**src/rtl/music_record_buffer.sv**
```systemverilog
// music_record_buffer: records the live note code once per sample slot into a
// small RAM, then replays the recorded words at the same slot rate.
// Output contract: data_out is meaningful only while output_ready is high; there
// is no back-pressure, so the consumer must take each word as it is presented.
module music_record_buffer #(
    parameter int DATA_WIDTH      = 10,
    parameter int DEPTH           = 64,
    parameter int DEPTH_BIT       = 7,
    parameter int SAMPLE_INTERVAL = 21739130
) (
    input  logic                  clk,
    input  logic                  rst_n,
    input  logic                  rec_start,
    input  logic                  rec_stop,
    input  logic                  play_start,
    input  logic                  play_stop,
    input  logic [DATA_WIDTH-1:0] data_in,
    output logic [DATA_WIDTH-1:0] data_out,
    output logic                  output_ready,
    output logic                  recording,
    output logic                  full,
    output logic                  play_done,
    output logic [DEPTH_BIT-1:0]  count
);

    localparam int SC_W = $clog2(SAMPLE_INTERVAL + 1);
    localparam int AW   = $clog2(DEPTH);

    typedef enum logic [1:0] {IDLE, REC, PLAY} state_t;

    state_t                state;
    state_t                state_nxt;
    logic [SC_W-1:0]       sample_cnt;
    logic [DEPTH_BIT-1:0]  ptr;
    // Set at the end of the final slot so the last word still gets a full slot
    // on data_out before playback closes one cycle later.
    logic                  last_word;
    logic [DATA_WIDTH-1:0] mem [DEPTH];

    logic slot_end;
    logic rec_begin;
    logic rec_write;
    logic rec_full;
    logic play_begin;
    logic play_empty;
    logic play_abort;
    logic play_finish;

    assign slot_end = (sample_cnt == SC_W'(SAMPLE_INTERVAL));

    // State register.
    always_ff @(posedge clk or negedge rst_n) begin
        if (!rst_n) state <= IDLE;
        else        state <= state_nxt;
    end

    // Next-state decode and the one-cycle action strobes used by the datapath.
    always_comb begin
        state_nxt   = state;
        rec_begin   = 1'b0;
        rec_write   = 1'b0;
        rec_full    = 1'b0;
        play_begin  = 1'b0;
        play_empty  = 1'b0;
        play_abort  = 1'b0;
        play_finish = 1'b0;
        case (state)
            IDLE: begin
                if (rec_start) begin
                    rec_begin = 1'b1;
                    state_nxt = REC;
                end else if (play_start) begin
                    if (count != '0) begin
                        play_begin = 1'b1;
                        state_nxt  = PLAY;
                    end else begin
                        play_empty = 1'b1;
                    end
                end
            end
            REC: begin
                // A stop wins over a slot write landing in the same cycle.
                if (rec_stop) begin
                    state_nxt = IDLE;
                end else if (slot_end) begin
                    rec_write = 1'b1;
                    if (count == DEPTH_BIT'(DEPTH - 1)) begin
                        rec_full  = 1'b1;
                        state_nxt = IDLE;
                    end
                end
            end
            PLAY: begin
                if (play_stop) begin
                    play_abort = 1'b1;
                    state_nxt  = IDLE;
                end else if (last_word) begin
                    play_finish = 1'b1;
                    state_nxt   = IDLE;
                end
            end
            default: state_nxt = IDLE;
        endcase
    end

    // Counters, pointer and registered outputs.
    always_ff @(posedge clk or negedge rst_n) begin
        if (!rst_n) begin
            count        <= '0;
            ptr          <= '0;
            sample_cnt   <= SC_W'(1);
            last_word    <= 1'b0;
            data_out     <= '0;
            output_ready <= 1'b0;
            recording    <= 1'b0;
            full         <= 1'b0;
            play_done    <= 1'b0;
        end else begin
            play_done <= 1'b0;
            case (state)
                IDLE: begin
                    if (rec_begin) begin
                        count      <= '0;
                        sample_cnt <= SC_W'(1);
                        full       <= 1'b0;
                        recording  <= 1'b1;
                    end
                    if (play_begin) begin
                        ptr        <= '0;
                        sample_cnt <= SC_W'(1);
                        last_word  <= 1'b0;
                    end
                    if (play_empty) play_done <= 1'b1;
                end
                REC: begin
                    if (rec_stop) begin
                        recording <= 1'b0;
                    end else begin
                        sample_cnt <= slot_end ? SC_W'(1) : sample_cnt + SC_W'(1);
                        if (rec_write) count <= count + DEPTH_BIT'(1);
                        if (rec_full) begin
                            full      <= 1'b1;
                            recording <= 1'b0;
                        end
                    end
                end
                PLAY: begin
                    if (play_abort || play_finish) begin
                        output_ready <= 1'b0;
                        data_out     <= '0;
                        last_word    <= 1'b0;
                        play_done    <= play_finish;
                    end else begin
                        data_out     <= mem[ptr[AW-1:0]];
                        output_ready <= 1'b1;
                        if (slot_end) begin
                            sample_cnt <= SC_W'(1);
                            if (ptr == count - DEPTH_BIT'(1)) last_word <= 1'b1;
                            else                              ptr       <= ptr + DEPTH_BIT'(1);
                        end else begin
                            sample_cnt <= sample_cnt + SC_W'(1);
                        end
                    end
                end
                default: ;
            endcase
        end
    end

    // Sample RAM; contents survive reset, count alone says what is valid.
    always_ff @(posedge clk) begin
        if (rec_write) mem[count[AW-1:0]] <= data_in;
    end

endmodule

```
**config.mk**
```make
export PLATFORM = sky130hd
export DESIGN_NAME = music_record_buffer
export DESIGN_NICKNAME = d
export VERILOG_FILES = /design/src/rtl/music_record_buffer.sv
export SDC_FILE = /design/constraint.sdc
export NUM_CORES = 1
export LEC_CHECK = 0
export CAP_MARGIN = 5
export CORE_ASPECT_RATIO = 0.75
export CORE_MARGIN = 3
export CORE_UTILIZATION = 30
export DETAILED_ROUTE_END_ITERATION = 10
export PLACE_DENSITY = 0.56
export SLEW_MARGIN = 0
export SYNTH_ARGS = -nofsm -noshare
export SYNTH_HDL_FRONTEND = slang
export SYNTH_SLANG_ARGS = --single-unit
```
**constraint.sdc**
```tcl
create_clock -name clk -period 2.6 [get_ports clk]
set_input_delay 0.39 -clock clk [delete_from_list [all_inputs] [get_ports clk]]
set_output_delay 0.39 -clock clk [all_outputs]
set_load 0.005 [all_outputs]
```
Yosys cells after proc, flatten, opt, wreduce, memory -nomap -nowiden
Memory sizes are Yosys's and may differ from the RTL's.
Cells that the tools add are included.
{"block": "totals", "inputBits": 16, "n_memories": 1, "ramBits": 640, "wordCells": 116, "output_inout_bits": 21, "regBits": 56}
{"block": "op_classes", "eq_ne": 22, "muxes": 66, "n_reduce_logical": 13, "n_addsub": 4}
{"memory": "mem", "depth": 64, "word_bits": 10, "rd": 1, "rd_clocked_by_memory_dff": 0, "write_ports": 1, "line": "38", "source": "logic [DATA_WIDTH-1:0] mem [DEPTH];"}
{"op": "2-to-1 mux 25 bit", "n": 5}
{"op": "case mux 25 bit (3 select lines)", "n": 1}
{"op": "2-to-1 mux 7 bit", "n": 7}
{"op": "2-to-1 mux 1 bit", "n": 37}
{"op": "case mux 7 bit (2 select lines)", "n": 2}
{"op": "inequality test 3 bit, second input constant", "n": 9}
{"op": "adder 25 x 1 -> 25 bit, second input constant", "n": 1}
{"op": "== test 25 bit, second input constant", "n": 1}
{"op": "2-to-1 mux 2 bit", "n": 8}
{"op": "inequality test 2 bit, second input constant", "n": 8}
{"op": "AND reduction 4 bit", "n": 4}
{"op": "adder 7 x 1 -> 7 bit, second input constant", "n": 2}
{"op": "2-to-1 mux 10 bit", "n": 1}
{"op": "AND reduction 5 bit", "n": 2}
{"op": "case mux 1 bit (2 select lines)", "n": 4}
{"op": "== test 7 x 6 -> 1 bit, second input constant", "n": 1}
{"op": "== test 7 bit", "n": 1}
{"op": "nonzero test 7 bit", "n": 1}
{"op": "subtractor 7 x 1 -> 7 bit, second input constant", "n": 1}
{"op": "case mux 2 bit (3 select lines)", "n": 1}
{"op": "nonzero test 2 bit", "n": 2}
{"op": "AND reduction 3 bit", "n": 1}
{"op": "nonzero test 3 bit", "n": 1}
{"op": "== test 2 x 1 -> 1 bit, second input constant", "n": 1}
{"op": "other kinds (3)", "n": 3}

Longest topological paths before layout
Gate-level depths: netlist of run 1.
{"block": "logic_depth", "ltp_word": 8, "mapped_depth": 11, "ltp_nobuf": 9}

Least setup slack after synthesis of run 1
No wires, ideal clock.
{"block": "synth_timing", "kind": "register to register", "from": "register sample_cnt[18]", "to": "memory mem[62][0], enable pin", "n_path_buf": 0, "stages_incl_launch_ff": 7, "setup_time_ns": 0.376, "setup_slack_ns": -0.149, "required_time_ns": 2.224, "synth_period_minus_slack_ns": 2.749, "t_arrival_ns": 2.373, "cell_sequence": "dfrtp_1 or4b_4 nor4_4 nand2b_2 nor2_1 nand4_1 nor2_1"}
{"block": "synth_via", "elab_chain_len": 6}
{"item": "start, declared", "line": "33", "source": "logic [SC_W-1:0] sample_cnt;"}
{"item": "start signal, assigned", "line": "139", "source": "sample_cnt <= slot_end ? SC_W'(1) : sample_cnt + SC_W'(1);"}
{"item": "start signal, assigned", "line": "161", "source": "sample_cnt <= sample_cnt + SC_W'(1);"}
{"item": "== test 25 bit", "line": "49", "source": "assign slot_end = (sample_cnt == SC_W'(SAMPLE_INTERVAL));"}
{"item": "2-to-1 mux 1 bit", "line": "85", "source": "end else if (slot_end) begin"}
{"item": "2-to-1 mux 1 bit", "line": "83", "source": "if (rec_stop) begin"}
{"item": "2-to-1 mux 1 bit", "line": "67", "source": "case (state)"}
{"item": "2-to-1 mux 1 bit", "line": "172", "source": "if (rec_write) mem[count[AW-1:0]] <= data_in;"}
{"item": "2-to-1 mux 1 bit (not written as such)", "line": "172"}
{"item": "end, declared", "line": "38"}
No other way between the ends.

Final worst setup path of run 1
{"block": "layout_timing", "from": "register sample_cnt[18]", "to": "memory mem[9][9], enable pin"}
Same word-level chain as after synthesis.

==> metrics.cfg, run 1 <==
[timing]
final.setup.tns_ns=-4.46
rsz0062_at_grt=true
maxSlewViolCount=0
worst_slew_pin_slew_ns=0.780
fin_crit_ns=2.67
skew_ns=0.0321
finalSetupViolCount=210
post-route-period-util_pct=103
timing.fmax_ghz=0.375
finalHoldViolCount=0
maxSlewHeadroom_pct=48.0
fin_ws_ns=-0.0685

[synth]
yosysSeqAreaShare_pct=73.8
yosysUniqueCellTypes=70
ys_async_sr_fraction_pct=8.05
syn_inst=1430
synth_edf_count=640
syn_avg_cell_area_um2=19.5
yosys_warnings=0
synthFlopType=edfxtp_1
syn_area_mm2=0.0280
synth_nets=1456
yosys_register_bits=696

[clock_tree]
clock_latency_ns=0.66
cts.sinks=696
tritoncts=done
root_buffer=clkbuf_16
cts_buffers=61
path_clk_slew_ns=0.06
cts_max_level=2
clock_path_buffers=3

[outcome]
status=finished, violations left
violations=negative setup slack

[die]
io_pins=37
die_x_um=358
rows=96
initial_core_util_pct=30.4
core_mm2=0.0919
die-area_mm2=0.0969
die_y_um=270

[route]
top_layer_used=met4
drtPass1Iterations=6
drcViolationCount=0
wl_per_cell_um=24.2
ant_nets=0
drt-total-wl_um=71400
dr.first_iter.drc_count=1911
dr_wl_met2_um=29900
drt-met1-wl_um=33900
vias_per_cell=5.06
route.met3.wl_um=6240
vias=14938

[power_and_ir_drop]
swShare_pct=23.6
p_per_area_mw_per_mm2=707
power.switching_mw=5.68
leakage_nw=10.8
p_int_mw=18.4
ir_drop_v=0.000579
p_comb_share_pct=8.9
pwr-share-clk_pct=38.8
sequentialPowerShare_pct=52.2

[global_routing]
antenna_found_initial=2
grt_max_degree=65
first_global_vias=14968
track_usage_pct=14.6
grt_pass1_wl_um=105000
grt_overflow=0

[run]
max_cap_violations=0

[placed_design]
placedCellCount=2817
gp_congestion=0.856
dpl.hpwl_um=47200
port_buffers=36

[worst_setup_path]
required_ns=2.94
worstPathMaxFanout=8
endpoint_kind=register
crit_arrival_ns=3.01
crit_type=register to register
start_kind=register

[finish]
layout_commonest_cell=edfxtp_1
multi_input_area_mm2=0.00707
layout_common_cells=edfxtp_1 (640), mux4_2 (181), buf_4 (138)
final-instance-count-excl-fill=2954
layout-drive-gt1-share_pct=32.8
nFillCells=8404
seq_area_mm2=0.0206
fin_nets=1702
area_growth_pct=21.8

[hold_path]
hold_path.class=primary input to register

area by class of cell:
class                   instances  share of cell area [%]
clock buffers                  73                    4.62
flip-flops and latches        696                    60.6
diodes                          2                  0.0147
well taps                    1225                    4.50
clock inverters                41                    1.37
repair buffers                258                    7.93
multi-input cells             642                    20.8
inverters                      17                   0.187
worst max-delay path: stages (launching register included):
cell	delay (ns)
dfrtp_1	0.38
or4b_4	0.55
nor4_4	0.35
nand2b_4	0.15
nor3_4	0.22
nand3_1	0.18
buf_12	0.21
nor2_1	0.15
buf_4	0.19
layer usage:
layer | global-route usage (%) | vias up
met3 | 3.62 | 106
met5 | 0 | -
met4 | 3.34 | 0
li1 | - | 6345
met2 | 20.0 | 587
met1 | 23.1 | 7900
flip-flops by register name, summed over array words and instances (netlist names):
register,cells
full,1
sample_cnt,25
ptr,7
last_word,1
count,7
output_ready,1
play_done,1
mem,640
state,2
recording,1
data_out,10
synth_stat cells, types with 3 or more instances:
cell type | number | share of area (%)
a21oi_1 | 22 | 0.39
ha_1 | 10 | 0.45
a221oi_1 | 4 | 0.13
xor2_1 | 13 | 0.41
o21ai_0 | 42 | 0.75
nor4_1 | 3 | 0.067
or3_1 | 3 | 0.067
nand2_1 | 58 | 0.78
mux2_2 | 3 | 0.12
a22oi_1 | 3 | 0.081
dfrtp_1 | 55 | 4.9
buf_4 | 8 | 0.21
nor3_1 | 3 | 0.054
a41o_1 | 4 | 0.14
and3_1 | 18 | 0.40
o31ai_1 | 3 | 0.081
nor2_1 | 110 | 1.5
a211oi_1 | 16 | 0.43
buf_2 | 27 | 0.48
a31oi_1 | 8 | 0.18
nand3b_1 | 5 | 0.13
edfxtp_1 | 640 | 69
o21ai_1 | 4 | 0.072
buf_1 | 14 | 0.19
nor2b_1 | 10 | 0.22
nand4_1 | 9 | 0.20
inv_1 | 17 | 0.23
xnor2_1 | 11 | 0.34
clkbuf_1 | 26 | 0.35
o221ai_1 | 3 | 0.094
nand3_1 | 20 | 0.36
nand2b_1 | 3 | 0.067
mux2i_1 | 29 | 1.0
mux4_2 | 181 | 15
a32oi_1 | 3 | 0.094
power by group through the flow:
stage / Combinational, mW / Clock (mW) / Sequential (mW)
detailed placement: 2.12 / 0 / 12.8
global route: 2.38 / 10.0 / 12.6
floorplan: 1.12 / 0 / 12.7
CTS: 2.13 / 9.59 / 12.5
global placement: 2.07 / 0 / 12.8
finish: 2.15 / 9.35 / 12.6
per-stage QoR:
| step | total power [mW] | instance area [um2] | hold WS, ns | setup WS (ns) | utilization, % |
|---|---|---|---|---|---|
| final | 24.1 | 34000 | 0.205 | -0.0685 | 37.0 |
| after global routing | 25.0 | 34000 | 0.178 | -0.155 | 37.0 |
| after detailed placement | 14.9 | 31500 | 0.490 | -0.108 | 34.3 |
| after floorplan | 13.8 | 28000 | 0.0944 | -0.149 | - |
| after global placement | 14.9 | 31500 | 0.475 | -0.110 | 34.3 |
| after CTS | 24.3 | 33800 | 0.171 | -0.0240 | 36.7 |
final timing paths:
path                                       startpoint  slack [ns]                   endpoint  cells after the start
min in group asynchronous                       rst_n        0.36           full$_DFFE_PN0P_                      2
setup / recovery           sample_cnt[18]$_DFFE_PN0P_       -0.07        mem[9][9]$_DFFE_PP_                      8
hold reg to reg             sample_cnt[6]$_DFFE_PN0P_        0.49  sample_cnt[6]$_DFFE_PN0P_                      1
max in group asynchronous                       rst_n        1.58         ptr[2]$_DFFE_PN0P_                      3
setup reg to reg           sample_cnt[18]$_DFFE_PN0P_       -0.07        mem[9][9]$_DFFE_PP_                      8
hold / removal                             data_in[3]        0.20       mem[47][3]$_DFFE_PP_                      1
cells by family (layout without fill, tap and decap cells):
kind of cell | after synthesis | in the layout | synth area share [%]
mux | 214 | 214 | 15.8
compound gates | 129 | 129 | 3.06
other cells | 0 | 2 | 0
flops | 696 | 696 | 73.8
xor+xnor | 24 | 24 | 0.752
buf+inv | 92 | 389 | 1.46
simple gates | 265 | 265 | 4.72
fa+ha+maj | 10 | 10 | 0.448
repair_timing:
| item | 4_1_cts | 5_1_grt |
|---|---|---|
| hold buffers | 1 | 0 |
| pin swaps | 0 | 0 |
| cloned | 4 | 5 |
| endpoints found under the setup margin | 560 | 632 |
| buffers inserted | 1 | 10 |
| endpoints found under the hold margin | 28 | 0 |
| resized for setup | 42 | 34 |
Power figures use the tool's default switching activity.
==> run 2: changes to the inputs <==
--- a/config.mk
+++ b/config.mk
@@ -5,7 +5,6 @@
 export SDC_FILE = /design/constraint.sdc
 export NUM_CORES = 1
 export LEC_CHECK = 0
-export CAP_MARGIN = 5
 export CORE_ASPECT_RATIO = 0.75
 export CORE_MARGIN = 3
 export CORE_UTILIZATION = 30
==> results of run 2 <==
No change in the layout: final DEF, timing and power equal those of run 1.
==> run 3: changes to the inputs <==
--- a/config.mk
+++ b/config.mk
@@ -6,8 +6,8 @@
 export NUM_CORES = 1
 export LEC_CHECK = 0
 export CORE_ASPECT_RATIO = 0.75
-export CORE_MARGIN = 3
 export CORE_UTILIZATION = 30
+export CTS_CLUSTER_DIAMETER = 200
 export DETAILED_ROUTE_END_ITERATION = 10
 export PLACE_DENSITY = 0.56
 export SLEW_MARGIN = 0
==> metrics.cfg, run 3 (synthesis gave the netlist of run 1 again) <==
[outcome]
status=finished, violations left  ; unchanged
violations=negative setup slack  ; unchanged

[die]
io_pins=37  ; unchanged
die-area_mm2=0.0944  ; was 0.0969 mm2
die_y_um=266  ; was 270 um
rows=96  ; unchanged
initial_core_util_pct=30.4  ; unchanged
die_x_um=354  ; was 358 um
core_mm2=0.0919  ; unchanged

[placed_design]
place_ws_ns=-0.369  ; was -0.108 ns
port_buffers=36  ; unchanged
placedCellCount=2823  ; was 2817
gp_congestion=0.854  ; was 0.856
dpl.hpwl_um=46800  ; was 47200 um
placed_area_mm2=0.0316  ; was 0.0315 mm2

[worst_setup_path]
crit_arrival_ns=3.16  ; was 3.01 ns
worstPathMaxFanout=8  ; unchanged
required_ns=3.08  ; was 2.94 ns
crit_type=register to register  ; unchanged
cpPeakStageDelay_ns=0.57  ; was 0.55 ns
reg2reg_slack_ns=-0.08  ; was -0.07 ns
critPathTopFamily=multiplexers  ; was simple AND/OR/NAND/NOR gates
path_cells=buf_12 > buf_12 > buf_6 > mux4_2 > mux4_2 > mux2i_4 > o21ai_1  ; was or4b_4 > nor4_4 > nand2b_4 > nor3_4 > nand3_1 > buf_12 > nor2_1 > buf_4
slowest_stage=dfrtp_4  ; was or4b_4
endpoint_kind=register  ; unchanged
start_kind=register  ; unchanged
path_buf_inv=3  ; was 2

[power_and_ir_drop]
power.switching_mw=5.74  ; was 5.68 mW
totalPowerFinal_mw=24.5  ; was 24.1 mW
p_comb_share_pct=9.1  ; was 8.9%
p_per_area_mw_per_mm2=699  ; was 707 mW/mm2
leakage_nw=11.2  ; was 10.8 nW
sequentialPowerShare_pct=51.3  ; was 52.2%
swShare_pct=23.5  ; was 23.6%
pwr-share-clk_pct=39.6  ; was 38.8%
ir_drop_v=0.000467  ; was 0.000579 V
p_int_mw=18.7  ; was 18.4 mW

[route]
drcViolationCount=0  ; unchanged
drt-total-wl_um=73400  ; was 71400 um
dr.first_iter.drc_count=1725  ; was 1911
vias=15235  ; was 14938
ant_nets=0  ; unchanged
drtPass1Iterations=5  ; was 6
wl_per_cell_um=24.5  ; was 24.2 um
vias_per_cell=5.09  ; was 5.06

[global_routing]
grt_pass1_wl_um=105000  ; about the same
grt_util_met1_pct=23.6  ; was 23.1%
grt_overflow=0  ; unchanged
use_met2_pct=20.8  ; was 20.0%
track_usage_pct=15.2  ; was 14.6%
grt.met3_usage_pct=4.08  ; was 3.62%
grt.busiest_layer=met1  ; unchanged
grt_max_degree=65  ; unchanged
first_global_vias=14788  ; was 14968
antenna_found_initial=2  ; unchanged

[finish]
fin_nets=1745  ; was 1702
layout_common_cells=edfxtp_1 (640), mux4_2 (181), buf_4 (124)  ; was edfxtp_1 (640), mux4_2 (181), buf_4 (138)
area_growth_pct=25.3  ; was 21.8%
layout-drive-gt1-share_pct=36.4  ; was 32.8%
final-instance-count-excl-fill=2995  ; was 2954
multi_input_area_mm2=0.00736  ; was 0.00707 mm2
n_antenna_cell=0  ; was 2
nFillCells=8312  ; was 8404
largest_reg_flops=640  ; unchanged
seq_area_mm2=0.0206  ; unchanged
design_area_mm2=0.0350  ; was 0.0340 mm2
final_util_pct=38.1  ; was 37.0%
layout_commonest_cell=edfxtp_1  ; unchanged

[timing]
finalHoldViolCount=0  ; unchanged
maxSlewHeadroom_pct=41.4  ; was 48.0%
timing.hold.ws_ns=0.265  ; was 0.205 ns
fin_ws_ns=-0.0757  ; was -0.0685 ns
post-route-period-util_pct=103  ; about the same
timing.fmax_ghz=0.374  ; was 0.375 GHz
worst_slew_pin_slew_ns=0.877  ; was 0.780 ns
rsz0062_at_grt=true  ; unchanged
final.setup.tns_ns=-0.269  ; was -4.46 ns
fin_crit_ns=2.68  ; was 2.67 ns
skew_ns=0.0290  ; was 0.0321 ns
maxSlewViolCount=0  ; unchanged
finalSetupViolCount=29  ; was 210

[hold_path]
hold_path.class=primary input to async pin  ; was primary input to register

[clock_tree]
cts_buffers=68  ; was 61
clock_latency_ns=0.62  ; was 0.66 ns
cts.sinks=696  ; unchanged
root_buffer=clkbuf_16  ; unchanged
path_clk_slew_ns=0.07  ; was 0.06 ns
clock_path_buffers=3  ; unchanged
tritoncts=done  ; unchanged
cts_max_level=3  ; was 2

[run]
max_cap_violations=0  ; unchanged

## run 3: changes by cell type in the layout (fill, tap and decap cells not counted), moves of 9 or more
cell,change
nor2_4,+23
nor2_1,-24
buf_4,-14
clkbuf_16,+12
buf_12,+9
buf_6,+35
## run 3: path summary, 6_finish.rpt
path	startpoint	to	cells past startpoint
max	ptr[0]$_DFFE_PN0P_	data_out[9]$_DFFE_PN0P_	7
min	rst_n	recording$_DFFE_PN0P_	2
max reg2reg	ptr[0]$_DFFE_PN0P_	data_out[9]$_DFFE_PN0P_	7
min reg2reg	sample_cnt[6]$_DFFE_PN0P_	sample_cnt[6]$_DFFE_PN0P_	1
max in group asynchronous	rst_n	ptr[1]$_DFFE_PN0P_	3
min in group clk	data_in[4]	mem[40][4]$_DFFE_PP_	2
## run 3: layout make-up
type | count | share of cell area (%)
Clock buffer | 85 | 5.22
Clock inverter | 36 | 0.918
Tap cell | 1225 | 4.38
Timing Repair Buffer | 294 | 9.37
Inverter | 17 | 0.182
Sequential cell | 696 | 58.9
Multi-Input combinational cell | 642 | 21.0
## run 3: routing by layer
layer  routed length (um)  vias up  share of wire (%)
met2                30900      620                 42
li1                     -     6418                  -
met5                    7        -             0.0095
met3                 6270       75                8.5
met1                35200     8120                 48
met4                 1030        2                1.4
## run 3: power by group through the flow
stage / Clock, mW / Sequential, mW / Combinational (mW)
2_1_floorplan: 0 / 12.7 / 1.12
3_3_place_gp: 0 / 12.8 / 2.12
3_5_place_dp: 0 / 12.8 / 2.17
4_1_cts: 9.91 / 12.5 / 2.19
5_1_grt: 10.3 / 12.6 / 2.42
6_report: 9.70 / 12.6 / 2.22
## run 3: repair_timing
item                       4_1_cts  5_1_grt
hold endpoints to repair        16        0
cloned                           2       24
setup endpoints to repair      187      525
setup buffers                    2       22
hold buffers                     1        0
resized for setup               25      209
pin swaps                        0       16
